<file path="src/rtl/instruction_fetch_pkg.sv">
// Shared CPU definitions for the fetch/decode front end: default widths,
// opcode values and the fetch FSM state encoding.
package instruction_fetch_pkg;

    localparam int ADDR_W_DEF = 13;
    localparam int DATA_W_DEF = 8;
    localparam int OPC_W_DEF  = 3;

    localparam logic [2:0] OPC_HLT  = 3'b000;
    localparam logic [2:0] OPC_SKZ  = 3'b001;
    localparam logic [2:0] OPC_ADD  = 3'b010;
    localparam logic [2:0] OPC_ANDD = 3'b011;
    localparam logic [2:0] OPC_XORR = 3'b100;
    localparam logic [2:0] OPC_LDA  = 3'b101;
    localparam logic [2:0] OPC_STO  = 3'b110;
    localparam logic [2:0] OPC_JMP  = 3'b111;

    typedef enum logic [2:0] {
        ST_IDLE     = 3'd0,
        ST_FETCH_HI = 3'd1,
        ST_FETCH_LO = 3'd2,
        ST_DECODE   = 3'd3,
        ST_ISSUE    = 3'd4,
        ST_BRANCH   = 3'd5,
        ST_HALT     = 3'd6
    } fetch_state_t;

endpackage

</file>
<file path="src/rtl/instruction_fetch.sv">
// Fetch/decode front end: reads a 16-bit instruction as two bytes, decodes the
// opcode, resolves JMP/SKZ/HLT locally and hands the rest to the execute unit.
module instruction_fetch
    import instruction_fetch_pkg::*;
#(
    parameter int ADDR_W = ADDR_W_DEF,
    parameter int DATA_W = DATA_W_DEF,
    parameter int OPC_W  = OPC_W_DEF
) (
    input  logic              clk,
    input  logic              rst_n,
    input  logic [ADDR_W-1:0] pc_addr,
    output logic              pc_inc,
    output logic              load_pc,
    output logic [ADDR_W-1:0] ir_addr,
    output logic              mem_rd,
    output logic [ADDR_W-1:0] mem_addr,
    input  logic [DATA_W-1:0] mem_data,
    input  logic              mem_ready,
    input  logic              acc_zero,
    output logic              ex_valid,
    input  logic              ex_ready,
    output logic [OPC_W-1:0]  opcode,
    output logic [ADDR_W-1:0] operand,
    output logic              halted
);

    localparam int INSTR_W = 2 * DATA_W;

    fetch_state_t         state_reg, state_next;
    logic [INSTR_W-1:0]   instr_reg;
    logic [ADDR_W-1:0]    ir_addr_reg;

    assign opcode   = instr_reg[INSTR_W-1 -: OPC_W];
    assign operand  = instr_reg[ADDR_W-1:0];
    assign ir_addr  = ir_addr_reg;
    // Address bus is quiet outside fetch states so reset drives it to zero.
    assign mem_addr = mem_rd ? pc_addr : '0;

    always_comb begin
        state_next = state_reg;
        pc_inc     = 1'b0;
        load_pc    = 1'b0;
        mem_rd     = 1'b0;
        ex_valid   = 1'b0;
        halted     = 1'b0;
        case (state_reg)
            ST_IDLE: state_next = ST_FETCH_HI;
            ST_FETCH_HI: begin
                mem_rd = 1'b1;
                if (mem_ready) begin
                    pc_inc     = 1'b1;
                    state_next = ST_FETCH_LO;
                end
            end
            ST_FETCH_LO: begin
                mem_rd = 1'b1;
                if (mem_ready) begin
                    pc_inc     = 1'b1;
                    state_next = ST_DECODE;
                end
            end
            ST_DECODE: begin
                case (opcode)
                    OPC_HLT: state_next = ST_HALT;
                    OPC_JMP: state_next = ST_BRANCH;
                    OPC_SKZ: state_next = acc_zero ? ST_BRANCH : ST_FETCH_HI;
                    default: state_next = ST_ISSUE;
                endcase
            end
            ST_ISSUE: begin
                ex_valid = 1'b1;
                if (ex_ready) state_next = ST_FETCH_HI;
            end
            ST_BRANCH: begin
                load_pc    = 1'b1;
                state_next = ST_FETCH_HI;
            end
            ST_HALT: halted = 1'b1;
            default: state_next = ST_IDLE;
        endcase
    end

    always_ff @(posedge clk or negedge rst_n) begin
        if (!rst_n) begin
            state_reg   <= ST_IDLE;
            instr_reg   <= '0;
            ir_addr_reg <= '0;
        end else begin
            state_reg <= state_next;
            if (state_reg == ST_FETCH_HI && mem_ready)
                instr_reg[INSTR_W-1:DATA_W] <= mem_data;
            if (state_reg == ST_FETCH_LO && mem_ready)
                instr_reg[DATA_W-1:0] <= mem_data;
            // PC has already stepped past both bytes here, so +2 skips the next instruction.
            if (state_reg == ST_DECODE) begin
                if (opcode == OPC_JMP)
                    ir_addr_reg <= operand;
                else if (opcode == OPC_SKZ && acc_zero)
                    ir_addr_reg <= pc_addr + ADDR_W'(2);
            end
        end
    end

endmodule

</file>
<file path="config.mk">
export PLATFORM = sky130hd
export DESIGN_NAME = instruction_fetch
export DESIGN_NICKNAME = d
export VERILOG_FILES = /design/src/rtl/instruction_fetch_pkg.sv /design/src/rtl/instruction_fetch.sv
export SDC_FILE = /design/constraint.sdc
export NUM_CORES = 1
export LEC_CHECK = 0
export ABC_AREA = 1
export CORE_ASPECT_RATIO = 1.5
export CORE_UTILIZATION = 47
export DETAILED_ROUTE_END_ITERATION = 8
export GPL_TIMING_DRIVEN = 1
export PLACE_DENSITY_LB_ADDON = 0.25
export SLEW_MARGIN = 20
export SYNTH_ARGS = -nofsm -noshare
export SYNTH_HDL_FRONTEND = slang
export SYNTH_SLANG_ARGS = --single-unit
</file>
<file path="constraint.sdc">
create_clock -name clk -period 3.2 [get_ports clk]
set_clock_uncertainty 0.15 [all_clocks]
set_input_delay 0.32 -clock clk [delete_from_list [all_inputs] [get_ports clk]]
set_output_delay 0.32 -clock clk [all_outputs]
set_load 0.02 [all_outputs]
</file>
==> impl_metrics.toml, run 1 <==
[finish]
largest_reg_flops = 16
mostFrequentLayoutCell = "nand2_1"
fin_util = 0.734
layout-drive-gt1-share = 0.0649
fillerInstances = 296
antenna_cells = 0
mostFrequentLayoutCells = "nand2_1 (94), clkdlybuf4s50_1 (72), nor2_1 (39), dfrtp_1 (32), o21ai_0 (28)"
synthToLayoutAreaGrowth_pct = 48.1
final_nets = 365

[grt]
grt_overflow = 0
grt_pass1_wl_um = 7930
grt_max_degree = 33
antenna_found_initial = 0
grt_util_all_layers = 0.265
grt_pass1_vias = 1835

[yosys]
yosysTopAreaCellShare = 0.439
syn_nets = 290
ys_seq_elements = 32
syn_area_per_cell_um2 = 6.94
yosysWarningCount = 0
netlist_area_um2 = 1820
synth_cells = 263
yosys.area.top_type = "dfrtp_1"
ys_seq_area_frac = 0.439
synth_cell_type_count = 24
ys_top_cells_by_area = "dfrtp_1 (44%), nand2_1 (19%), nor2_1 (8.0%)"

[drt]
drt_first_iter_violations = 43
wl_per_cell_um = 12.4
drc = 0
via_count = 1945
drt_first_pass_iters = 4
viasPerCell = 5.09
ant_nets = 0
routed_wl_um = 4720

[setup_path]
cp.required_ns = 2.73
critPathArrivalTime_ns = 2.11
critical_path_class = "register to output port"
crit_path_end_kind = "output port"
r2r_start = "instr_reg[13]$_DFFE_PN0P_"
cp-startpoint = "state_reg[2]$_DFFE_PN0P_"
worstPathMaxFanout = 14
start_kind = "register"

[timing]
max_slew_margin = 0.689
period_needed_ns = 2.58
slew_violations = 0
finalCritPeriodShare = 0.806
setup_viol = 0
rsz0062_at_grt = "no"
fin_setup_tns_ns = 0
tightest_slew_ns = 0.466
fmax_mhz = 388
hold_violations = 0

[status]
status = "finished, final reports clean"

[cts]
cts_setup_buffers = 0
htree_levels = 2
clk_path_buf_depth = 2
cts_buffers = 5
cts_root_buf = "clkbuf_8"
ctsHoldBuffers = 0
clock-sinks = 32
cts_tree = "yes"
cts_resized = 0
insertion_delay_ns = 0.29
path_clk_slew_ns = 0.07

[run]
drv_cap = 0

[power_and_ir_drop]
ir_drop_mv = 0.671
leakage_nw = 1.37
power.density_nw_per_um2 = 960

[die]
coreArea_um2 = 3680
dieArea_um2 = 4140
rows = 27
io_pins = 73
die_w_um = 52.9
chipHeight_um = 78.3
initial_core_util = 0.495

[min_path]
hp-class = "input port to asynchronous set/reset pin"

[placed_design]
dpl.hpwl_um = 3470
gp_congestion = 0.868
port_buffers = 72
-- power by group --
group	total [W]	internal [W]	switching, W	leakage [nW]
Combinational	0.00142	0.000618	0.000804	0.895
Sequential	0.000744	0.000595	0.000149	0.408
Clock	0.000429	0.000275	0.000154	0.0645
Total	0.00259	0.00149	0.00111	1.37
-- critical path: stages, from the launching register on --
cell and delay, ns:
dfrtp_1 0.44, nor2_1 0.22, nand2_2 0.19, nand2_4 0.12, inv_2 0.11, nor2_1 0.11, clkdlybuf4s50_1 0.62
-- metrics by stage --
step           cell area, um2  worst slack, ns  instances  power [W]  hold slack (ns)
6_report                 2700            0.621        382    0.00259            0.264
5_1_grt                  2700            0.506        382    0.00277            0.321
2_1_floorplan            1820             1.36        263    0.00151           -0.126
4_1_cts                  2700            0.610        382    0.00261            0.279
3_3_place_gp             2570            0.973        374    0.00215            0.312
3_5_place_dp             2570            0.932        374    0.00217            0.314
-- cells in the mapped netlist --
library cell  number
a21oi_1            4
clkinv_1           1
nor3_4             1
nor2_4             1
nor2_1            39
mux2i_1            1
ha_1               1
nand2_4            1
dfrtp_1           32
o21ai_1            3
nand2_1           94
xnor2_1            1
inv_1             22
nand4_1            2
nand3_2            2
nand3_1           15
nand2_2            2
buf_2              1
buf_6              2
clkbuf_1           3
o21ai_0           28
nor2_2             2
nor3_1             2
inv_2              3
-- layer usage --
metal | track usage | up-vias | part of all wire
li1 | - | 983 | -
met1 | 0.293 | 883 | 0.41
met2 | 0.457 | 68 | 0.51
met3 | 0.0640 | 11 | 0.057
met4 | 0.126 | 0 | 0.024
met5 | 0 | - | 0
-- logic make-up after synthesis --
kind of cell	after synthesis	share of synthesized area
XOR/XNOR	1	0.00480
AO/OA/AOI/OAI	35	0.0960
AND/OR/NAND/NOR	161	0.373
flip-flops	32	0.439
adder cells (fa/ha/maj)	1	0.00686
multiplexers	1	0.00549
buffers and inverters	32	0.0748
-- path summary, 6_finish.rpt --
path	end	slack (ns)	cells past startpoint
setup reg to reg	ir_addr[9]$_DFFE_PN0P_	1.04	6
hold reg to reg	ir_addr[6]$_DFFE_PN0P_	0.33	2
min in group clk	ir_addr[6]$_DFFE_PN0P_	0.33	2
max in group asynchronous	ir_addr[6]$_DFFE_PN0P_	2.34	2
hold / removal	ir_addr[0]$_DFFE_PN0P_	0.26	2
setup / recovery	mem_addr[0]	0.62	6
-- area by class of cell --
class | instances | area (um2) | share of cell area
repair buffers | 74 | 736 | 0.272
clock buffers | 7 | 96.3 | 0.0357
multi-input cells | 199 | 887 | 0.328
clock inverters | 1 | 30.0 | 0.0111
flip-flops and latches | 32 | 801 | 0.296
inverters | 26 | 97.6 | 0.0361
well taps | 43 | 53.8 | 0.0199
(Power assumes the default switching activity.)
==> run 2, diff against run 1 <==
Settings changed: CORE_UTILIZATION 47 to 43.
Clock period 3.2 ns to 2.47 ns, I/O delays scaled along.
==> run 2 against run 1 <==
Compared with the run above:
- global-route usage down 4.1 points
- total power grew 24%
- critical path type unchanged
- wire length up 2.1%
- count of clock-buffer cells in the layout increased by 1
- core utilization fell by 5.3 points
- sequential power up 29%
- setup slack got worse by 0.38 ns
- die area is 9.0% higher
- non-clock buffer count grew 2
- largest power group unchanged
- clock power shrank 3%
- via count is 0.26% higher
==> impl_metrics.toml, run 2 (same netlist as run 1, synthesis figures left out) <==
[timing]
period_needed_ns = 2.23
setup_viol = 0
finalCritPeriodShare = 0.904
fmax_mhz = 448
rsz0062_at_grt = "no"
fin_setup_tns_ns = 0
hold_violations = 0
slew_violations = 0
tightest_slew_ns = 0.477
max_slew_margin = 0.682

[grt]
grt_pass1_vias = 1723
antenna_found_initial = 0
grt_overflow = 0
grt_util_all_layers = 0.225
grt_max_degree = 33
grt_pass1_wl_um = 7210

[placed_design]
port_buffers = 72
dpl.hpwl_um = 3500
gp_congestion = 0.822
placed_cells = 378
placed_cell_area_um2 = 2590

[setup_path]
worstPathMaxFanout = 14
start_kind = "register"
critical_path_class = "register to output port"
cp.required_ns = 2.07
critPathArrivalTime_ns = 1.84
crit_path_end_kind = "output port"

[cts]
cts_resized = 2
htree_levels = 2
cts_root_buf = "clkbuf_8"
insertion_delay_ns = 0.28
path_clk_slew_ns = 0.07
ctsHoldBuffers = 0
clk_path_buf_depth = 2
cts_setup_buffers = 0
cts_tree = "yes"
cts_buffers = 5
clock-sinks = 32

[finish]
final_nets = 367
antenna_cells = 0
fin_util = 0.680
mostFrequentLayoutCell = "nand2_1"
finalInstanceArea_um2 = 2720
mostFrequentLayoutCells = "nand2_1 (94), clkdlybuf4s50_1 (58), nor2_1 (38), dfrtp_1 (32), o21ai_0 (28)"
final-instance-count-excl-fill = 386
layout-drive-gt1-share = 0.0674
largest_reg_flops = 16
synthToLayoutAreaGrowth_pct = 48.9

[power_and_ir_drop]
ir_drop_mv = 0.857
leakage_nw = 1.56
power.density_nw_per_um2 = 1180
power_w = 0.00321

[drt]
drt_first_pass_iters = 4
routed_wl_um = 4820
ant_nets = 0
drt_first_iter_violations = 41
wl_per_cell_um = 12.5
drc = 0
viasPerCell = 5.05
via_count = 1950

[die]
io_pins = 73
chipHeight_um = 81.8
die_w_um = 55.2
dieArea_um2 = 4510
coreArea_um2 = 3990
initial_core_util = 0.457
rows = 28

[run]
drv_cap = 0

[status]
status = "finished, final reports clean"

[min_path]
hp-class = "input port to asynchronous set/reset pin"
[run 2: cell count changes in the layout (fill, tap and decap cells not counted), moves of 2 or more]
| cell | delta |
|---|---|
| clkbuf_1 | +2 |
| clkdlybuf4s50_1 | -14 |
| buf_4 | +2 |
| dlymetal6s2s_1 | +13 |
[run 2: final timing paths]
kind / to / start / cells after the start / slack (ns)
setup / recovery: mem_addr[6] / state_reg[2]$_DFFE_PN0P_ / 6 / 0.24
hold / removal: ir_addr[10]$_DFFE_PN0P_ / rst_n / 2 / 0.22
setup reg to reg: ir_addr[9]$_DFFE_PN0P_ / instr_reg[13]$_DFFE_PN0P_ / 6 / 0.62
hold reg to reg: ir_addr[3]$_DFFE_PN0P_ / ir_addr[3]$_DFFE_PN0P_ / 2 / 0.33
max in group asynchronous: instr_reg[15]$_DFFE_PN0P_ / rst_n / 2 / 1.65
min in group clk: ir_addr[3]$_DFFE_PN0P_ / ir_addr[3]$_DFFE_PN0P_ / 2 / 0.33
[run 2: critical path: stages (launching register included)]
cell and delay, ns:
dfrtp_1 0.45, nor2_2 0.21, nand2_2 0.17, nand2_4 0.11
inv_2 0.12, nor2_1 0.14, dlygate4sd2_1 0.35
[run 2: where the power goes]
| part | switching (W) | internal (W) |
|---|---|---|
| registers | 0.000190 | 0.000771 |
| logic | 0.00104 | 0.000790 |
| clock network | 0.000187 | 0.000227 |
| total | 0.00142 | 0.00179 |
[run 2: area by class of cell]
cell class,count,area (um2)
Multi-Input combinational cell,199,890
Fill cell,357,1280
Clock buffer,8,90.1
Timing Repair Buffer,76,782
Sequential cell,32,801
Inverter,26,97.6
Tap cell,45,56.3
[run 2: metrics by stage]
stage,hold WS [ns],setup WS (ns)
after floorplan,-0.199,0.706
after global placement,0.312,0.280
after detailed placement,0.318,0.195
after CTS,0.233,0.0109
after global routing,0.251,0.129
final,0.217,0.236
[run 2: routing by layer]
| layer | global-route usage | routed length (um) | vias to the layer above |
|---|---|---|---|
| li1 | - | - | 985 |
| met1 | 0.257 | 2060 | 877 |
| met2 | 0.386 | 2370 | 81 |
| met3 | 0.0500 | 298 | 7 |
| met4 | 0.0975 | 89 | 0 |
| met5 | 0 | 0 | - |
==> run 3, diff against run 2 <==
Settings changed: CORE_ASPECT_RATIO 1.5 to default.
==> run 3 against run 2 <==
Compared with the run above:
- sequential share of layout area fell by 0.41 points
- core utilization increased by 0.37 points
- setup slack got worse by 0.0062 ns
- maximum frequency fell by 0.28%
- total power grew 4.4%
- critical path type unchanged
- critical endpoint is now mem_rd
- largest cell class unchanged
==> impl_metrics.toml, run 3 (same netlist as run 1, synthesis figures left out) <==
[finish]
multiInputGateArea_um2 = 890
finalInstanceArea_um2 = 2760
layout-drive-gt1-share = 0.0706
fin_util = 0.684
mostFrequentLayoutCell = "nand2_1"
fillerInstances = 358
antenna_cells = 0
largest_reg_flops = 16
ff_latch_area_um2 = 801
mostFrequentLayoutCells = "nand2_1 (94), clkdlybuf4s50_1 (58), nor2_1 (38), dfrtp_1 (32), o21ai_0 (28)"
synthToLayoutAreaGrowth_pct = 51.0
final_nets = 366

[status]
status = "finished, final reports clean"

[cts]
insertion_delay_ns = 0.29
clk_path_buf_depth = 2
cts_tree = "yes"
htree_levels = 2
path_clk_slew_ns = 0.07
clock-sinks = 32
cts_buffers = 5
cts_root_buf = "clkbuf_8"

[setup_path]
ff2ff_path_depth = 5
cp-startpoint = "state_reg[2]$_DFFE_PN0P_"
crit_path_end_kind = "output port"
critical_path_class = "register to output port"
cp.required_ns = 2.07
critPathArrivalTime_ns = 1.84
worst_path_max_delay_cell = "clkdlybuf4s50_1"
worstPathMaxFanout = 8
r2r_start = "state_reg[2]$_DFFE_PN0P_"
path_cells = "nor2_2 -> nand2_2 -> nand2_4 -> clkdlybuf4s50_1"
cpPeakStageDelay_ns = 0.62
start_kind = "register"

[power_and_ir_drop]
leakage_nw = 1.59
power.density_nw_per_um2 = 1210
ir_drop_mv = 0.763

[grt]
grt_overflow = 0
antenna_found_initial = 0
grt_max_degree = 33
grt_pass1_wl_um = 7600
grt_util_all_layers = 0.230
grt_pass1_vias = 1652

[min_path]
hp-class = "input port to asynchronous set/reset pin"

[timing]
fin_setup_tns_ns = 0
finalCritPeriodShare = 0.907
period_needed_ns = 2.24
hold_slack_ns = 0.208
fmax_mhz = 446
slew_violations = 0
rsz0062_at_grt = "no"
max_slew_margin = 0.687
tightest_slew_ns = 0.470
hold_violations = 0
fin_ws_ns = 0.230
setup_viol = 0

[placed_design]
pre_cts_slack_ns = 0.293
placed_cell_area_um2 = 2590
dpl.hpwl_um = 3630
gp_congestion = 0.883
port_buffers = 72

[die]
dieArea_um2 = 4510
coreArea_um2 = 4030
chipHeight_um = 67.1
rows = 23
io_pins = 73
initial_core_util = 0.453
die_w_um = 67.1

[drt]
via_count = 1933
drt_first_iter_violations = 125
routed_wl_um = 4870
ant_nets = 0
viasPerCell = 4.96
drc = 0
wl_per_cell_um = 12.5
drt_first_pass_iters = 7

[run]
drv_cap = 0
==> run 3: cell types whose count changed in the layout (fill, tap and decap cells not counted), sizes merged <==
cell,change
dlygate4sd2,-1
bufinv,+1
dlymetal6s2s,+1
buf,-1
clkbuf,-1
==> run 3: layout make-up <==
class                      instances  area share
inverter                          26      0.0354
clock buffer                       7      0.0350
timing repair buffer              75       0.282
tap                               50      0.0227
multi-input combinational        199       0.323
sequential                        32       0.291
clock inverter                     1      0.0109
==> run 3: critical path, delay by kind of cell, from the launching register on <==
family                 cells  cell delay (ns)
AND/OR/NAND/NOR            3             0.50
flip-flops                 1             0.45
buffers and inverters      1             0.62
==> run 3: worst paths after layout <==
path / endpoint / slack (ns)
min in group clk: ir_addr[7]$_DFFE_PN0P_ / 0.33
min: ir_addr[1]$_DFFE_PN0P_ / 0.21
max reg2reg: ir_addr[9]$_DFFE_PN0P_ / 0.69
min reg2reg: ir_addr[7]$_DFFE_PN0P_ / 0.33
max: mem_rd / 0.23
max in group asynchronous: instr_reg[13]$_DFFE_PN0P_ / 1.67
==> run 3: stage by stage <==
step / total power (W) / std cells
after floorplan: 0.00195 / 263
after global placement: 0.00278 / 382
after detailed placement: 0.00281 / 382
after CTS: 0.00338 / 390
after global routing: 0.00356 / 390
final: 0.00335 / 390
==> run 3: where the power goes <==
group          switching [W]  internal, W
logic                0.00104     0.000785
registers           0.000199     0.000770
clock network       0.000201     0.000356
total                0.00144      0.00191
==> run 3: layer usage <==
layer  share of wire  GRT usage  up-vias
met5               0          0        -
met1            0.45      0.290      868
met3           0.076     0.0608        8
li1                -          -      979
met2            0.46      0.381       78
met4           0.013     0.0771        0
==> run 3: what timing repair did <==
item / 4_1_cts / 5_1_grt
buffers inserted: 0 / 0
gates resized for setup: 1 / 14
endpoints found under the setup margin: 14 / 14
hold buffers: 0 / 0
cloned: 0 / 0
